### src/rtl/weather_pkg.sv
// weather_pkg: shared sensor widths, saturating increment and publish FSM states
package weather_pkg;
  localparam int SENSOR_W = 8;
  localparam logic [SENSOR_W-1:0] SENSOR_MAX = 8'hFF;
  typedef enum logic {IDLE = 1'b0, PEND = 1'b1} pub_state_e;
  function automatic logic [SENSOR_W-1:0] sat_inc(input logic [SENSOR_W-1:0] v, input logic en);
    return (en && v != SENSOR_MAX) ? v + 1'b1 : v;
  endfunction
endpackage

### src/rtl/contact_debouncer.sv
// contact_debouncer: 3-flop synchroniser, stability-count debounce and rising-edge tick for one contact
module contact_debouncer #(
  parameter int DEBOUNCE_CYCLES = 50_000
) (
  input  logic clk,
  input  logic rst_n,
  input  logic raw,
  output logic level,
  output logic tick
);
  localparam int CW = $clog2(DEBOUNCE_CYCLES + 1);
  logic [2:0]    r_sync;
  logic [CW-1:0] r_cnt;
  logic          r_level;
  logic          r_level_q;
  logic          r_tick;
  logic          w_diff;
  logic          w_flip;
  assign w_diff = r_sync[2] ^ r_level;
  assign w_flip = w_diff && (r_cnt == CW'(DEBOUNCE_CYCLES - 1));
  always_ff @(posedge clk or negedge rst_n)
    if (!rst_n) begin
      r_sync    <= '0;
      r_cnt     <= '0;
      r_level   <= 1'b0;
      r_level_q <= 1'b0;
      r_tick    <= 1'b0;
    end else begin
      r_sync    <= {r_sync[1:0], raw};
      r_cnt     <= (w_diff && !w_flip) ? r_cnt + 1'b1 : '0;
      r_level   <= w_flip ? r_sync[2] : r_level;
      r_level_q <= r_level;
      r_tick    <= r_level && !r_level_q;
    end
  assign level = r_level;
  assign tick  = r_tick;
endmodule

### src/rtl/weather_sensor_sampler.sv
// weather_sensor_sampler: debounced wind/rain edge counters published to the SPI slave,
// with output updates held back while the synchronised chip select is low.
module weather_sensor_sampler
  import weather_pkg::*;
#(
  parameter int CLK_HZ          = 50_000_000,
  parameter int WINDOW_MS       = 1000,
  parameter int DEBOUNCE_CYCLES = 50_000
) (
  input  logic                clk,
  input  logic                rst_n,
  input  logic                wind_pulse,
  input  logic                rain_tip,
  input  logic                cs,
  output logic [SENSOR_W-1:0] windsensor,
  output logic [SENSOR_W-1:0] watersensor,
  output logic                sample_valid,
  output logic                wind_sat
);
  localparam int WIN = CLK_HZ / 1000 * WINDOW_MS;
  localparam int WW  = $clog2(WIN);
  logic [WW-1:0]       r_win;
  logic [2:0]          r_cs_sync;
  logic [SENSOR_W-1:0] r_wind_cnt;
  logic [SENSOR_W-1:0] r_wind_shadow;
  logic [SENSOR_W-1:0] r_water_shadow;
  logic [SENSOR_W-1:0] r_windsensor;
  logic [SENSOR_W-1:0] r_watersensor;
  logic                r_wind_evt;
  logic                r_water_evt;
  logic                r_valid;
  logic                r_sat;
  pub_state_e          r_state;
  pub_state_e          w_next;
  logic                w_wind_tick;
  logic                w_rain_tick;
  logic                w_unused_wind_level;
  logic                w_unused_rain_level;
  logic                w_tc;
  logic                w_cs;
  logic                w_evt;
  logic                w_load;
  logic [SENSOR_W-1:0] w_wind_inc;
  contact_debouncer #(.DEBOUNCE_CYCLES(DEBOUNCE_CYCLES)) u_wind (
    .clk   (clk),
    .rst_n (rst_n),
    .raw   (wind_pulse),
    .level (w_unused_wind_level),
    .tick  (w_wind_tick)
  );
  contact_debouncer #(.DEBOUNCE_CYCLES(DEBOUNCE_CYCLES)) u_rain (
    .clk   (clk),
    .rst_n (rst_n),
    .raw   (rain_tip),
    .level (w_unused_rain_level),
    .tick  (w_rain_tick)
  );
  assign w_cs       = r_cs_sync[2];
  assign w_tc       = r_win == WW'(WIN - 1);
  assign w_evt      = r_wind_evt || r_water_evt;
  assign w_wind_inc = sat_inc(r_wind_cnt, w_wind_tick);
  // cs sync resets high so a reset never looks like an open SPI transaction
  always_ff @(posedge clk or negedge rst_n)
    if (!rst_n) begin
      r_cs_sync      <= '1;
      r_win          <= '0;
      r_wind_cnt     <= '0;
      r_wind_shadow  <= '0;
      r_water_shadow <= '0;
      r_wind_evt     <= 1'b0;
      r_water_evt    <= 1'b0;
      r_sat          <= 1'b0;
    end else begin
      r_cs_sync      <= {r_cs_sync[1:0], cs};
      r_win          <= w_tc ? '0 : r_win + 1'b1;
      r_wind_cnt     <= w_tc ? '0 : w_wind_inc;
      r_wind_shadow  <= w_tc ? w_wind_inc : r_wind_shadow;
      r_sat          <= r_sat || (w_tc && w_wind_inc == SENSOR_MAX);
      r_wind_evt     <= w_tc;
      r_water_shadow <= sat_inc(r_water_shadow, w_rain_tick);
      r_water_evt    <= w_rain_tick;
    end
  always_ff @(posedge clk or negedge rst_n)
    if (!rst_n) r_state <= IDLE;
    else r_state <= w_next;
  always_comb w_next = (r_state == IDLE) ? ((w_evt && !w_cs) ? PEND : IDLE) : (w_cs ? IDLE : PEND);
  always_comb w_load = w_cs && (r_state == PEND || w_evt);
  always_ff @(posedge clk or negedge rst_n)
    if (!rst_n) begin
      r_windsensor  <= '0;
      r_watersensor <= '0;
      r_valid       <= 1'b0;
    end else begin
      r_valid       <= w_load;
      r_windsensor  <= w_load ? r_wind_shadow : r_windsensor;
      r_watersensor <= w_load ? r_water_shadow : r_watersensor;
    end
  assign windsensor   = r_windsensor;
  assign watersensor  = r_watersensor;
  assign sample_valid = r_valid;
  assign wind_sat     = r_sat;
endmodule

### config.mk
export PLATFORM = sky130hd
export DESIGN_NAME = weather_sensor_sampler
export DESIGN_NICKNAME = d
export VERILOG_FILES = /design/src/rtl/weather_pkg.sv /design/src/rtl/contact_debouncer.sv /design/src/rtl/weather_sensor_sampler.sv
export SDC_FILE = /design/constraint.sdc
export NUM_CORES = 1
export LEC_CHECK = 0
export CAP_MARGIN = 20
export CELL_PAD_IN_SITES_DETAIL_PLACEMENT = 1
export CELL_PAD_IN_SITES_GLOBAL_PLACEMENT = 1
export CORE_MARGIN = 8
export CORE_UTILIZATION = 45
export DETAILED_ROUTE_END_ITERATION = 10
export MAX_ROUTING_LAYER = met4
export PLACE_DENSITY_LB_ADDON = 0.1
export SLEW_MARGIN = 10
export SYNTH_ARGS = -nofsm -noshare
export SYNTH_HDL_FRONTEND = slang
export SYNTH_SLANG_ARGS = --single-unit
### constraint.sdc
create_clock -name clk -period 3.4 [get_ports clk]
set_clock_uncertainty 0.05 [all_clocks]
set_input_delay 0.51 -clock clk [delete_from_list [all_inputs] [get_ports clk]]
set_output_delay 0.51 -clock clk [all_outputs]
set_load 0.02 [all_outputs]
* Yosys cells after proc, flatten, opt, wreduce, memory -nomap -nowiden
Index checks and enable logic that the tools add are counted. W data, S select, Z words.
Operators by class: add/subtract/negate cells 5, eq/ne operators 6, multiplexer cells 8, bitwise gates (word level) 2, reductions and logical operators 19
Operators by type and width (number):
- $add A16 B1 Y16 const B | 2
- $eq A16 B16 Y1 const B | 2
- $mux W16 | 2
- $add A26 B1 Y26 const B | 1
- $eq A26 B26 Y1 const B | 1
- $mux W26 | 1
- $add A8 B1 Y8 const B | 2
- $mux W8 | 2
- $ne A8 B8 Y1 const B | 2
- $logic_and A1 B1 Y1 | 11
- $eq A8 B8 Y1 const B | 1
- $logic_not A1 Y1 | 5
- $logic_or A1 B1 Y1 | 3
- $mux W1 | 3
- $xor A1 B1 Y1 | 2
Word-level totals: bits in registers 118, input port bits 5, output and inout port bits 18, logic and storage cells 62

* Longest topological paths before layout
Gate-level depths: netlist of run 1.
depth after elaboration 6, mapped depth 7, depth with buffers taken out 6

* Modules after synthesis
A second synthesis of run 1 with hierarchy kept.
Second synthesis, totals: cell total of the unflattened synthesis 489, area, all modules 5356.4 um^2
Modules (own cells, without submodules):
- weather_sensor_sampler | instances 1, cells an instance 315, area an instance 3224.3 um^2
- contact_debouncer | instances 2, cells an instance 87, area an instance 1066.0 um^2

* Worst setup path before layout of run 1
OpenSTA, ideal clock, no wires.
kind reg-to-reg, from register r_win[0], to register r_win[14], arrival time 1.643 ns, data required time 3.229 ns, slack 1.586 ns, stages on the path, launching flop included 7, cells stage by stage dfrtp_1 > ha_1 > nand2_1 > nor4_1 > nand4_1 > xor2_1 > nor2_1
On the way: cells in the longest elaborated chain, start to end 2, elaborated cells on any way between the ends 3, those cells by class 1 x add/sub; 1 x eq/ne; 1 x mux
RTL lines:
- start: declaration | RTL line weather_sensor_sampler.sv:22 | logic [WW-1:0] r_win;
- start signal: assignment | RTL line weather_sensor_sampler.sv:75 | r_win <= w_tc ? '0 : r_win + 1'b1;
- $add A26 B1 Y26 / $eq A26 B26 Y1 (equally long branches) | RTL line weather_sensor_sampler.sv:75, weather_sensor_sampler.sv:59
- $mux W26 * | RTL line weather_sensor_sampler.sv:75
Mark *: on every way between the ends. The rest lies on a longest branch, timed or not. A chain may end at the register's enable or synchronous reset.

* Final worst setup path of run 1
from register r_wind_cnt[0], to register r_sat, in the netlist wind_sat
On the way: cells in the longest elaborated chain, start to end 6, elaborated cells on any way between the ends 7, those cells by class 1 x add/sub; 2 x eq/ne; 1 x mux; 3 x reduce/logical
RTL lines:
- start: declaration | RTL line weather_sensor_sampler.sv:24 | logic [SENSOR_W-1:0] r_wind_cnt;
- start signal: assignment | RTL line weather_sensor_sampler.sv:76 | r_wind_cnt <= w_tc ? '0 : w_wind_inc;
- branches (longest 2 deep; another with $add A8 B1 Y8)
- $mux W8 * | RTL line weather_pkg.sv:7 | return (en && v != SENSOR_MAX) ? v + 1'b1 : v;
- $eq A8 B8 Y1 * | RTL line weather_sensor_sampler.sv:78 | r_sat <= r_sat || (w_tc && w_wind_inc == SENSOR_MAX);
- $logic_and A1 B1 Y1 * | RTL line weather_sensor_sampler.sv:78
- $logic_or A1 B1 Y1 * | RTL line weather_sensor_sampler.sv:78
- end signal: assignment | RTL line weather_sensor_sampler.sv:78
- end: declaration | RTL line weather_sensor_sampler.sv:32 | logic r_sat;
Mark *: on every way between the ends.

==> run metrics, run 1 <==
status finished, final reports clean; GRT overflow 0; Crit Path Class reg2reg; CP max-delay cell o21ai_0; clk buf depth 2; Max Freq approximately 490 MHz; critical path arrival 2.30 ns; CP Capture Type flop; Worst Path Max Fanout 8; Via density approximately 5.3; global-route wire length before repair 18700 um; 1st-iter DRT viols roughly 250; most used cell, CP o21ai_0; Post-Synthesis Cell Area 0.00507 mm2; syn nets 494; min Tclk post-route slightly above 2 ns; WL final roughly 11000 um; startpoint types flop; Setup WS pre-CTS approximately 1.4 ns; root buf cell clkbuf_16; Synth top area share a little under three fifths; Layout area overhead 19.2%; Core Region roughly 0.011 mm2; Ports 23; slew at the pin with the worst max-slew slack around 0.63 ns; H-tree levels 4; Hold WC Path Type in2async; Mapped Cells between 400 and 500; # placed instances ~640; nets between 500 and 600; gr usage total between 10% and 20%; Cell variety after synth 48; Post-DP HPWL slightly above 7000 um; Num CTS Buffers 17; Finish-stage setup viols 0; PostCTS Resize Cnt 0; routed vias roughly 3600; clk sink count around 120; antenna viol nets, final 0; final worst path period share between 60% and 70%; Clk Latency, worst-skew pair 0.41 ns; final non-filler cell total approximately 670; Pleak between 2 and 3 nW; cells along the critical path ha_1, nand4_1, o21ai_0, o21ai_0, a31o_2; largest net degree at the start of global routing 86; die area 0.0149 mm2; critical path data required time between 3 and 4 ns; EDFF count, synth 0; WL/cell about 16 um; unrepaired setup endpoints after global routing no; Async S/R FF share, synth 100%; YS warnings 0; post-CTS setup buffer count 0; # port buffers 22; final setup TNS 0 ns; Slew headroom between 50 and 60%; Peak VDD IR about 0.00035 V; Seq/Total Area, Yosys roughly three fifths; # diodes 0; fin. max-slew vios 0; initial antenna violation count 0; CTS tree built; Worst-path clk slew about 0.05 ns; Die X 122 um; number of global-route vias before repair roughly 3800; Final Hold Viols 0; height of the die 122 um; FILL cells 1205; R2R Setup Slk around 1.4 ns; Placer Congestion between 0.8 and 0.9; PwrDens between 500 and 600 mW/mm2; slowest stage delay, CP 0.50 ns; commonest non-fill, non-tap cell in the layout dfrtp_1; setup ws final 1.35 ns; # DRC 0; area of placed instances 0.00545 mm2; Primary FF master, synth dfrtp_1; synthesized area per cell between 10 and 15 um2; synthesis-stage register bit count 118; Finished Cell Area roughly 0.0060 mm2; hold buffer count at cts 0; Initial Util between 40% and 50%; Synth area leader dfrtp_1; Synth area leaders dfrtp_1 (57%), nand2_1 (6.0%), xnor2_1 (5.2%); Fin Hold WS ~0.0066 ns; commonest cells after routing, fill and taps aside dfrtp_1 (115), nand2_1 (81), nor2_1 (67); share of cells above drive strength 1 about a tenth; std cell rows 38; First-pass DRT Iterations 4; max cap viols 0
[cells by family (layout without fill, tap and decap cells)]
| group | Yosys count | count (layout) | synth area share (%) |
|---|---|---|---|
| multiplexers | 8 | 8 | 1.65 |
| adder cells (fa/ha/maj) | 5 | 5 | 1.23 |
| AND/OR/NAND/NOR | 254 | 254 | 24.2 |
| buffers and inverters | 16 | 63 | 1.43 |
| XOR/XNOR | 59 | 59 | 10.2 |
| flip-flops | 118 | 118 | 58.3 |
| AO/OA/AOI/OAI | 24 | 24 | 2.96 |
[critical path, delay by kind of cell, from the launching register on]
family	cells	cell delay, ns
compound gates	3	0.93
simple gates	1	0.22
fa+ha+maj	1	0.32
flops	1	0.41
[worst paths after layout]
kind,from,endpoint,cells after the start
setup / recovery,r_wind_cnt[0]$_DFF_PN0_,wind_sat$_DFF_PN0_,5
hold / removal,rst_n,windsensor[5]$_DFFE_PN0P_,1
setup reg to reg,r_wind_cnt[0]$_DFF_PN0_,wind_sat$_DFF_PN0_,5
hold reg to reg,u_rain.r_sync[1]$_DFF_PN0_,u_rain.r_sync[2]$_DFF_PN0_,0
max in group asynchronous,rst_n,r_cs_sync[1]$_DFF_PN1_,2
min in group clk,u_rain.r_sync[1]$_DFF_PN0_,u_rain.r_sync[2]$_DFF_PN0_,0
[synthesized netlist by cell type, types with 4 or more instances]
master / number
nand2b_1: 4
o21ai_1: 4
nor4_1: 9
nor3_1: 14
mux2i_1: 5
dfrtp_1: 115
and3_1: 13
xnor2_1: 30
clkbuf_1: 6
inv_1: 4
ha_1: 5
xor2_1: 29
nand4_1: 16
nand2_1: 81
o21ai_0: 6
nand3_1: 30
nor2_1: 67
[registers in the layout (all words and copies together), names as in the netlist]
register	flops
r_win	26
u_rain.r_cnt	16
u_wind.r_cnt	16
r_water_shadow	8
r_wind_cnt	8
r_wind_shadow	8
watersensor	8
windsensor	8
r_cs_sync	3
u_rain.r_sync	3
u_wind.r_sync	3
r_state	1
r_water_evt	1
r_wind_evt	1
sample_valid	1
u_rain.level	1
u_rain.r_level_q	1
u_rain.tick	1
u_wind.level	1
u_wind.r_level_q	1
u_wind.tick	1
wind_sat	1
[report_power, final]
group / switching [mW] / total (mW) / internal (mW)
Sequential: 0.00664 / 1.43 / 1.42
Combinational: 0.0364 / 0.0482 / 0.0118
Clock: 0.630 / 1.76 / 1.13
Total: 0.673 / 3.23 / 2.56
[routing by layer]
metal	wire length, um	global-route usage (%)	up-vias	part of all wire [%]
met5	0	-	-	0
met4	170	7.08	0	1.6
met3	336	4.81	17	3.2
met2	5200	25.0	38	49
met1	4920	20.0	1800	46
li1	-	-	1715	-
[through the flow]
step | total power, mW | utilization (%)
final | 3.23 | 55.3
after floorplan | 1.46 | -
after global placement | 1.50 | 49.9
after CTS | 3.28 | 55.3
after global routing | 3.35 | 55.3
after detailed placement | 1.50 | 49.9
[cell type report]
type / count / area, um2 / area share, %
Sequential cell: 118 / 2960 / 48.9
Multi-Input combinational cell: 350 / 2040 / 33.8
Clock buffer: 20 / 467 / 7.72
Timing Repair Buffer: 26 / 260 / 4.30
Tap cell: 140 / 175 / 2.90
Clock inverter: 12 / 128 / 2.11
Inverter: 5 / 18.8 / 0.310
Note: power is estimated with default switching activity, not from simulation.
==> run 2, diff against run 1 <==
==> constraint.sdc (replaced) <==
create_clock -name clk -period 2.1 [get_ports clk]
set_clock_uncertainty 0.05 [all_clocks]
set_input_delay 0.315 -clock clk [delete_from_list [all_inputs] [get_ports clk]]
set_output_delay 0.315 -clock clk [all_outputs]
set_load 0.02 [all_outputs]
==> run metrics, run 2 (same netlist as run 1, synthesis figures left out) <==
area taken by multi-input logic gates 0.00205 mm2; H-tree levels 4; WL final 11500 um; std cell rows 38; FILL cells between 1000 and 1500; PwrDens 854 mW/mm2; largest reg by FF count r_win; Regs by FF count r_win x26, u_rain.r_cnt x16, u_wind.r_cnt x16; Ports 23; Post-DP HPWL between 7000 and 8000 um; initial antenna violation count 0; routed vias between 3000 and 4000; share of cells above drive strength 1 between 10% and 20%; # diodes 0; Die X about 120 um; Pleak around 2.8 nW; clk buf depth 2; CTS tree built; Num CTS Buffers 17; Worst-path clk slew 0.06 ns; clk sink count approximately 120; root buf cell clkbuf_16; Finish-stage setup viols 0; Core Region between 0.01 and 0.015 mm2; Peak VDD IR roughly 0.00083 V; Setup WS pre-CTS around 0.17 ns; min Tclk post-route around 1.9 ns; Via density 5.31; fin. max-slew vios 0; # port buffers 22; unrepaired setup endpoints after global routing no; worst r2r src r_win[8]$_DFF_PN0_; die area about 0.015 mm2; Max Freq 516 MHz; nets around 540; CP Capture Type flop; Hold WC Path Type in2reg; First-pass DRT Iterations 4; gr usage total 17.5%; hold path start cs; hold path depth 1; CP startpoint r_win[8]$_DFF_PN0_; global-route wire length before repair approximately 20000 um; Layout area overhead 20.6%; end of the worst hold path r_cs_sync[0]$_DFF_PN1_; max reg flops 26; setup ws final 0.160 ns; height of the die 122 um; Worst Path Max Fanout 12; max cap viols 0; 1st-iter DRT viols roughly 240; Reg area about 0.0030 mm2; startpoint types flop; Crit Path Class reg2reg; Slew headroom a little over half; Clk Latency, worst-skew pair 0.40 ns; status finished, final reports clean; slew at the pin with the worst max-slew slack about 0.69 ns; # DRC 0; WL/cell ~17 um; Final Hold Viols 0; final worst path period share between 90% and 100%; critical path data required time around 2.4 ns; antenna viol nets, final 0; GRT overflow 0; Initial Util a little under half; largest net degree at the start of global routing 37; Placer Congestion between 0.8 and 0.9; critical path arrival 2.24 ns; number of global-route vias before repair slightly below 4000; commonest cells after routing, fill and taps aside dfrtp_1 (115), nand2_1 (81), nor2_1 (67); R2R depth 5; r2r endpoint wind_sat$_DFF_PN0_; final setup TNS 0 ns; R2R Setup Slk between 0.15 and 0.2 ns; commonest non-fill, non-tap cell in the layout dfrtp_1
-- run 2: changes by cell type in the layout (fill, tap and decap cells not counted), sizes merged --
| cell | previous run | this run |
|---|---|---|
| clkinv | 7 | 6 |
| buf | 5 | 12 |
| clkinvlp | 4 | 5 |
| clkbuf | 20 | 19 |
| dlygate4sd3 | 0 | 1 |
-- run 2: final cells by class --
cell class	instances	share of cell area (%)
timing repair buffer	34	5.48
clock inverter	12	2.13
clock buffer	19	7.40
inverter	5	0.307
tap	140	2.86
multi-input combinational	350	33.5
sequential	118	48.3
-- run 2: per-stage QoR --
step | hold slack, ns | utilization, % | cell area, um2 | power (mW) | cells
final | 0.267 | 55.9 | 6120 | 5.22 | 678
after global routing | 0.274 | 55.9 | 6120 | 5.40 | 678
after CTS | 0.252 | 55.9 | 6110 | 5.28 | 678
after detailed placement | 0.262 | 50.5 | 5520 | 2.44 | 646
after global placement | 0.267 | 50.5 | 5520 | 2.43 | 646
after floorplan | -0.0306 | - | 5070 | 2.36 | 484
-- run 2: how the worst max path moves through the flow --
stage	cells past startpoint	slack [ns]	endpoint
floorplan	6	0.29	r_win[14]$_DFF_PN0_
global placement	5	0.24	wind_sat$_DFF_PN0_
detailed placement	5	0.17	wind_sat$_DFF_PN0_
CTS	5	0.15	wind_sat$_DFF_PN0_
global route	6	0.02	wind_sat$_DFF_PN0_
finish	5	0.16	wind_sat$_DFF_PN0_
-- run 2: layer usage --
metal	track usage, %	wire (um)	vias to the layer above
li1	-	-	1725
met1	20.8	5230	1813
met2	28.2	5790	46
met3	4.49	309	15
met4	6.63	186	0
met5	-	0	-
-- run 2: repair_timing --
item | in CTS | in global routing
setup buffers | 0 | 0
endpoints found under the setup margin | 0 | 1
hold buffers | 1 | 0
endpoints found under the hold margin | 33 | 0
gates resized for setup | 0 | 1
-- run 2: worst max-delay path, stage by stage, from the launching register on --
cell     delay, ns
dfrtp_1       0.43
nor4_2        0.34
nand3_1       0.19
or4_4         0.53
nor2_1        0.17
a31o_2        0.17
-- run 2: where the power goes --
part           switching (mW)  internal, mW
clock network            1.03          1.80
logic                  0.0622        0.0257
registers              0.0114          2.30
total                    1.11          4.12
